$ cat src/rtl/decoder_n_to_m_stream.sv
// Registered N-to-M select decoder: one-hot, thermometer, active-low one-hot or one-hot scan.
// Latency: first output beat 1 cycle after a select is accepted; scans emit one beat per consume.
// Backpressure: beats hold while out_ready=0; de_ready only rises once the final beat can leave.
module decoder_n_to_m_stream #(
    parameter int SEL_W = 3,
    parameter int OUT_W = 2**SEL_W
) (
    input  logic             clk,
    input  logic             rst,
    input  logic             de_valid,
    output logic             de_ready,
    input  logic [SEL_W-1:0] de_in,
    input  logic [1:0]       de_mode,
    output logic [OUT_W-1:0] de_out,
    output logic             out_valid,
    input  logic             out_ready,
    output logic             out_last,
    output logic             de_err
);

    typedef enum logic [1:0] {
        IDLE = 2'd0,
        HOLD = 2'd1,
        SCAN = 2'd2
    } state_t;

    // One bit wider than the select so OUT_W == 2**SEL_W is representable.
    localparam logic [SEL_W:0] OUT_LIM = (SEL_W+1)'(OUT_W);

    state_t             state_q, state_d;
    logic [OUT_W-1:0]   out_q, out_d;
    logic               last_q, last_d;
    logic               err_q, err_d;
    logic [SEL_W-1:0]   scan_idx, idx_d;
    logic [SEL_W-1:0]   scan_k, k_d;
    logic               in_range;
    logic               accept;
    logic               consume;

    function automatic logic [OUT_W-1:0] onehot(input logic [SEL_W-1:0] k);
        logic [OUT_W-1:0] v;
        v = '0;
        for (int i = 0; i < OUT_W; i++) begin
            if (i == int'(k)) v[i] = 1'b1;
        end
        return v;
    endfunction

    function automatic logic [OUT_W-1:0] thermo(input logic [SEL_W-1:0] k);
        logic [OUT_W-1:0] v;
        v = '0;
        for (int i = 0; i < OUT_W; i++) begin
            v[i] = (i <= int'(k));
        end
        return v;
    endfunction

    assign out_valid = (state_q != IDLE);
    assign de_ready  = !out_valid | (out_ready & last_q);
    assign accept    = de_valid & de_ready;
    assign consume   = out_valid & out_ready;
    assign in_range  = ({1'b0, de_in} < OUT_LIM);

    assign de_out    = out_q;
    assign out_last  = last_q;
    assign de_err    = err_q;

    always_comb begin
        state_d = state_q;
        out_d   = out_q;
        last_d  = last_q;
        err_d   = err_q;
        idx_d   = scan_idx;
        k_d     = scan_k;

        if (accept) begin
            // Acceptance only happens when idle or while the final beat leaves,
            // so this branch also covers the back-to-back handover.
            state_d = HOLD;
            idx_d   = '0;
            k_d     = de_in;
            last_d  = 1'b1;
            err_d   = 1'b0;
            if (!in_range) begin
                out_d = '0;
                err_d = 1'b1;
            end else begin
                case (de_mode)
                    2'b00:   out_d = onehot(de_in);
                    2'b01:   out_d = thermo(de_in);
                    2'b11:   out_d = ~onehot(de_in);
                    default: begin
                        out_d = onehot('0);
                        if (de_in != '0) begin
                            last_d  = 1'b0;
                            state_d = SCAN;
                        end
                    end
                endcase
            end
        end else if (consume) begin
            if (state_q == SCAN && !last_q) begin
                idx_d  = scan_idx + SEL_W'(1);
                out_d  = onehot(idx_d);
                last_d = (idx_d == scan_k);
            end else begin
                state_d = IDLE;
                out_d   = '0;
                last_d  = 1'b0;
                err_d   = 1'b0;
            end
        end
    end

    always_ff @(posedge clk) begin
        if (rst) begin
            state_q  <= IDLE;
            out_q    <= '0;
            last_q   <= 1'b0;
            err_q    <= 1'b0;
            scan_idx <= '0;
            scan_k   <= '0;
        end else begin
            state_q  <= state_d;
            out_q    <= out_d;
            last_q   <= last_d;
            err_q    <= err_d;
            scan_idx <= idx_d;
            scan_k   <= k_d;
        end
    end

endmodule

$ cat config.mk
export PLATFORM = sky130hd
export DESIGN_NAME = decoder_n_to_m_stream
export DESIGN_NICKNAME = d
export VERILOG_FILES = /design/src/rtl/decoder_n_to_m_stream.sv
export SDC_FILE = /design/constraint.sdc
export NUM_CORES = 1
export LEC_CHECK = 0
export BUFFER_PORTS_ARGS = -buffer_cell sky130_fd_sc_hd__buf_4
export CAP_MARGIN = 20
export CORE_MARGIN = 2
export CORE_UTILIZATION = 54
export CTS_CLUSTER_SIZE = 20
export DETAILED_ROUTE_END_ITERATION = 10
export PLACE_DENSITY_LB_ADDON = 0.12
export SLEW_MARGIN = 20
export SYNTH_ARGS = -nofsm -noshare
export SYNTH_HDL_FRONTEND = slang
export SYNTH_SLANG_ARGS = --single-unit
$ cat constraint.sdc
create_clock -name clk -period 1.8 [get_ports clk]
set_input_delay 0.27 -clock clk [delete_from_list [all_inputs] [get_ports clk]]
set_output_delay 0.27 -clock clk [all_outputs]
set_load 0.03 [all_outputs]
Word level (Yosys, flattened, before mapping)
Index checks and enable logic that the tools add are counted.
Word-level totals
  flip-flop bits (word level): 17
  bits of input ports: 9
Operators by class
  $add $sub $neg: 1
  magnitude comparators: 7
  equality and inequality tests: 19
  mux-type cells: 46
  bitwise operators: 5
  reduce and logical (&&, ||, !) cells: 13
Operator list (count)
  1-bit 2-to-1 mux: 37
  3-bit equality test (first input constant): 8
  8-bit 2-to-1 mux: 3
  8-bit one-hot mux with 3 select lines: 1
  2-bit by 3-bit equality test with 1-bit output (first input constant): 4
  3-bit less-or-equal comparator (first input constant): 4
  2-bit 2-to-1 mux: 5
  8-bit NOT: 1
  1-bit by 3-bit equality test with 1-bit output (first input constant): 2
  2-bit by 3-bit less-or-equal comparator with 1-bit output (first input constant): 2
  3-bit zero test: 2
  2-bit equality test (second input constant): 2
  2-bit AND reduction: 2
  2-bit nonzero test: 2
  3-bit by 1-bit adder with 3-bit output (second input constant): 1
  1-bit bitwise AND: 3
  3-bit equality test: 1
  1-bit by 3-bit less-or-equal comparator with 1-bit output (first input constant): 1
  3-bit nonzero test: 1
  3-bit OR reduction: 1
  2-bit by 1-bit equality test with 1-bit output (second input constant): 1
  1-bit zero test: 2
  2-bit zero test: 1
  2-bit inequality test (second input constant): 1
  3 further kinds: 3

Logic depth before layout (Yosys ltp)
  depth after elaboration: 8
  depth in mapped cells: 6

Worst setup path before layout
No wires, ideal clock.
  path type: register to register
  start point: register last_q, in the netlist out_last
  end point: register out_q[2], in the netlist de_out[2]
  setup time: 88 ps
  arrival: 1511 ps
  required time: 1712 ps
  path slack: 201 ps
  cell stages (with the launch flop): 7
  path buffers: 2
  period minus slack after synthesis: 1599 ps
  path through: dfxtp_1 o2bb2ai_2 and2_1 buf_6 buf_6 nand2_1 a311oi_2
Between the ends
  elaborated cells between the ends (all ways): 9
  classes of those cells: mux (3); bitwise (3); reduce/logical (3)
RTL lines
  start: declaration: line 32  | logic last_q, last_d;
  start signal: assignment: line 126  | last_q <= last_d;
  1-bit bitwise AND *: line 59  | assign de_ready = !out_valid | (out_ready & last_q);
  1-bit OR *: line 59
  via de_ready: line 11  | output logic de_ready,
  1-bit bitwise AND *: line 60  | assign accept = de_valid & de_ready;
  8-bit 2-to-1 mux or 2-bit nonzero test (tied branches)
  end signal: assignment: line 125  | out_q <= out_d;
  end: declaration: line 31  | logic [OUT_W-1:0] out_q, out_d;
The timed path passes the listed nets; every way through them passes the cells marked *. The select of a mux whose other input is x is not followed.
A chain may end at the register's enable or synchronous reset.

Final worst setup path
  start point: register last_q, in the netlist out_last
  end point: register out_q[6], in the netlist de_out[6]
Between the ends
  longest elaborated chain between the ends: 5
  elaborated cells between the ends (all ways): 9
  classes of those cells: mux (3); bitwise (3); reduce/logical (3)
Ends and longest elaborated chain
  1-bit zero test: line 102  | if (state_q == SCAN && !last_q) begin
  1-bit logical AND: line 102
  8-bit 2-to-1 mux: line 102
  8-bit 2-to-1 mux: line 101  | end else if (consume) begin
  8-bit 2-to-1 mux: line 76  | if (accept) begin
Parallel ways exist; a longest one is shown, timed or not. The select of a mux whose other input is x is not followed.

==> PnR_summary.wiki <==
{| class="wikitable"
! Metric !! Value
|-
| Status || complete, no violations
|-
| Number of buffers inserted for hold repair after clock tree synthesis || 0
|-
| Iteration-0 DRC Markers || 8
|-
| End of the worst register-to-register path || de_out[6]$_SDFFE_PP0P_
|-
| Cell row count || 16
|-
| Clock tree sinks || 17
|-
| Cell type with the highest aggregate area in the netlist || sky130_fd_sc_hd__dfxtp_1
|-
| Synthesis warning total || 0
|-
| Predominant post-synthesis flop cell || sky130_fd_sc_hd__dfxtp_1
|-
| Total Routing Usage GR || 20.98%
|-
| Sum of routed wire length over all layers || 2332 um
|-
| Die boundary height || 49.74 um
|-
| Final setup violation count || 0
|-
| Post-DR vias/cell || 5.814
|-
| Fraction of synthesized cell area in xor and xnor cells || 4.651%
|-
| Starting density of the core || 57.59%
|-
| Number of antenna repair diodes || 0
|-
| 1st-pass router iterations || 4
|-
| Number of synthesized flops with an enable pin || 0
|-
| Clock latency on the worst-skew pair || 0.29 ns
|-
| Number of distinct library cells after synthesis || 47
|-
| Vias after detailed routing || 1000
|-
| Mapped Area || 1130 um^2
|-
| Slew margin rel. || 61.61%
|-
| Worst setup SP type || flop
|-
| Actual slew at the worst max-slew pin || 0.5758 ns
|-
| Post-DP HPWL || 1724 um
|-
| Fraction of final layout cells with drive strength greater than 1 || 21.38%
|-
| Power density cells || 688.1 nW/um^2
|-
| Adder-cell area share of the yosys netlist || 5.537%
|-
| Aggregate global routing overflow || 0
|-
| Final count of pins violating max slew || 0
|-
| Async set or reset register ratio after synthesis || 0%
|-
| Element type at the critical path end || flop
|-
| Worst Hold Class || input pin to flop
|-
| Die Area || 2474 um^2
|-
| Combined flip-flop and latch cell area || 340.3 um^2
|-
| Post-Route Setup TNS || 0 ns
|-
| Global-route wire length before repair || 4071 um
|-
| Peak fanout along the critical path || 15
|-
| Die extent in x || 49.74 um
|-
| Unrepaired setup endpoints after global routing || no
|-
| Final Wtd Congestion || 0.9125
|-
| Total number of H-tree levels || 1
|-
| Leading cell types by total area after synthesis || sky130_fd_sc_hd__dfxtp_1, sky130_fd_sc_hd__ha_1, sky130_fd_sc_hd__mux2i_1, sky130_fd_sc_hd__nand2_1, sky130_fd_sc_hd__nor2_1
|-
| Max Root-Sink Buffers || 2
|-
| Final period utilization || 89.90%
|-
| Count of mapped cells out of synthesis || 133
|-
| Setup slack on the worst flop-to-flop path || 0.18 ns
|-
| CTS tree || done
|-
| Share of the synthesized area in compound gates (AO/OA/AOI/OAI) || 18.94%
|-
| Number of hold violations in the final report || 0
|-
| Worst vdd ir || 394.0 uV
|-
| Timing-limited maximum frequency || 618.0 MHz
|-
| Number of buffer cells added on primary ports || 19
|-
| FF-to-FF Start || out_last$_SDFFE_PP0P_
|-
| Largest family of logic cells by synthesized area || simple AND/OR/NAND/NOR gates
|-
| Final routed DRC violation total || 0
|-
| Clock slew at reported path FFs || 0.09 ns
|-
| Initial antenna violation count || 0
|-
| Max Cap Violations || 0
|-
| Sequential-to-total area share from yosys stat || 30.12%
|-
| Area of combinational cells with multiple inputs || 695.7 um^2
|-
| Number of nets at the end of the flow || 160
|-
| Share of the synthesized area in the top cell type || 30.12%
|-
| Area fraction in and, or, nand and nor cells after synthesis || 24.81%
|-
| Top-Level Pins || 21
|-
| Hold path start || rst
|-
| Hold Path Sink || de_out[4]$_SDFFE_PP0P_
|-
| Startpoint-to-endpoint class of the critical path || flop to flop
|-
| Number of global-route vias before repair || 895
|-
| Depth of the most critical reg-to-reg path || 4
|-
| Multiplexer share of the synthesized area || 6.645%
|-
| Average footprint of a synthesized cell || 8.495 um^2
|-
| DP Worst Slack || 0.1491 ns
|-
| Fill cells || 190
|-
| Syn_nets || 147
|-
| Wirelength per Cell || 13.56 um
|-
| Maximum number of pins on one net before global-route repair || 19
|-
| Least setup slack across all paths after layout || 0.1818 ns
|-
| Core area || 1962 um^2
|-
| Number of clock buffers inserted by TritonCTS || 3
|-
| Hold Path Stages || 2
|-
| Maximum clock skew at final layout || 0.004005 ns
|-
| Area growth from synthesis to layout || 11.07%
|-
| Critical Path AT || 1.83 ns
|-
| Number of register bits inferred by synthesis || 17
|-
| Shortest clock period the worst path allows after layout || 1.618 ns
|-
| Static leakage || 0.5146 nW
|-
| Final antenna-violating net count || 0
|-
| Clock tree root driver cell || sky130_fd_sc_hd__clkbuf_4
|-
| Worst endpoint required time || 2.01 ns
|}
## per-layer routing
layer	GRT usage [%]	vias to the layer above	part of all wire, %
li1	-	501	-
met1	27.92	485	48
met2	34.00	14	49
met3	6.364	0	3.4
met4	3.241	0	0
met5	0	-	0
## through the flow
stage,util (%),hold WS (ns),instance area [um^2],power [W],std cells
finish,63.97,0.2857,1255,0.0008635,172
global placement,62.18,0.4656,1220,0.0006718,168
global route,63.97,0.2861,1255,0.0009159,172
CTS,63.58,0.2749,1247,0.0008738,172
floorplan,-,0.4518,1130,0.0006163,133
detailed placement,62.18,0.4738,1220,0.0006762,168
## power by group
| group | leakage [nW] | switching (W) | internal [W] | total (W) |
|---|---|---|---|---|
| Clock | 0.0177 | 0.000113 | 0.0000827 | 0.000195 |
| Combinational | 0.357 | 0.000153 | 0.0000955 | 0.000248 |
| Sequential | 0.140 | 0.0000179 | 0.000402 | 0.000420 |
| Total | 0.515 | 0.000283 | 0.000580 | 0.000863 |
## placed cells by master, fill, tap and decap left out, types with 2 or more instances in the layout
cell type,netlist,final
sky130_fd_sc_hd__a22oi_1,2,2
sky130_fd_sc_hd__a31oi_1,3,3
sky130_fd_sc_hd__mux2i_1,6,6
sky130_fd_sc_hd__and2_1,2,2
sky130_fd_sc_hd__o21ai_0,5,5
sky130_fd_sc_hd__a21oi_1,4,4
sky130_fd_sc_hd__buf_4,2,19
sky130_fd_sc_hd__nor3_1,6,6
sky130_fd_sc_hd__xnor2_1,3,2
sky130_fd_sc_hd__dfxtp_1,17,17
sky130_fd_sc_hd__ha_1,5,5
sky130_fd_sc_hd__inv_1,4,4
sky130_fd_sc_hd__or3_1,2,2
sky130_fd_sc_hd__xor2_1,3,3
sky130_fd_sc_hd__nand3_1,8,8
sky130_fd_sc_hd__clkbuf_4,0,3
sky130_fd_sc_hd__nor2_1,12,12
sky130_fd_sc_hd__nand2_1,13,13
sky130_fd_sc_hd__a311oi_1,2,2
## sequential cells by signal (all words and copies together), names as in the netlist
| name | flops |
|---|---|
| state_q | 2 |
| out_last | 1 |
| scan_idx | 3 |
| de_out | 8 |
| scan_k | 3 |
## critical path, stage by stage, from the launching register on
cell and delay [ns]:
sky130_fd_sc_hd__dfxtp_1 0.41, sky130_fd_sc_hd__o2bb2ai_2 0.14, sky130_fd_sc_hd__and2_1 0.52, sky130_fd_sc_hd__a32oi_1 0.21
sky130_fd_sc_hd__a211oi_1 0.25
## Yosys cell counts (3+ instances only)
cell                      number
sky130_fd_sc_hd__a21oi_1       4
sky130_fd_sc_hd__a31oi_1       3
sky130_fd_sc_hd__buf_2         4
sky130_fd_sc_hd__buf_6         3
sky130_fd_sc_hd__dfxtp_1      17
sky130_fd_sc_hd__ha_1          5
sky130_fd_sc_hd__inv_1         4
sky130_fd_sc_hd__mux2i_1       6
sky130_fd_sc_hd__nand2_1      13
sky130_fd_sc_hd__nand3_1       8
sky130_fd_sc_hd__nor2_1       12
sky130_fd_sc_hd__nor3_1        6
sky130_fd_sc_hd__o21ai_0       5
sky130_fd_sc_hd__xnor2_1       3
sky130_fd_sc_hd__xor2_1        3
## worst max-delay path by stage
stage                                  start                     end  slack (ns)
global placement    scan_idx[0]$_SDFFE_PP0P_  de_out[2]$_SDFFE_PP0P_        0.15
floorplan              out_last$_SDFFE_PP0P_  de_out[2]$_SDFFE_PP0P_        0.20
global route           out_last$_SDFFE_PP0P_  de_out[3]$_SDFFE_PP0P_        0.05
CTS                 scan_idx[0]$_SDFFE_PP0P_  de_out[2]$_SDFFE_PP0P_        0.12
finish                 out_last$_SDFFE_PP0P_  de_out[6]$_SDFFE_PP0P_        0.18
detailed placement  scan_idx[0]$_SDFFE_PP0P_  de_out[2]$_SDFFE_PP0P_        0.15
## cell type report
class	instances	share of cell area, %
clock buffers	3	1.795
clock inverters	1	0.3988
inverters	4	1.196
multi-input cells	101	55.43
flip-flops and latches	17	27.12
well taps	27	2.692
repair buffers	19	11.37
## timing repair
item,CTS,global route
setup endpoints to repair,0,1
setup buffers,0,0
gates resized for setup,0,1
## cells by family (layout without fill, tap and decap cells)
group,after synthesis,count (layout)
XOR/XNOR,6,6
AO/OA/AOI/OAI,28,28
flip-flops,17,17
AND/OR/NAND/NOR,54,54
adder cells (fa/ha/maj),5,5
multiplexers,7,7
other,1,1
buffers and inverters,15,27
Note: power is estimated with default switching activity, not from simulation.
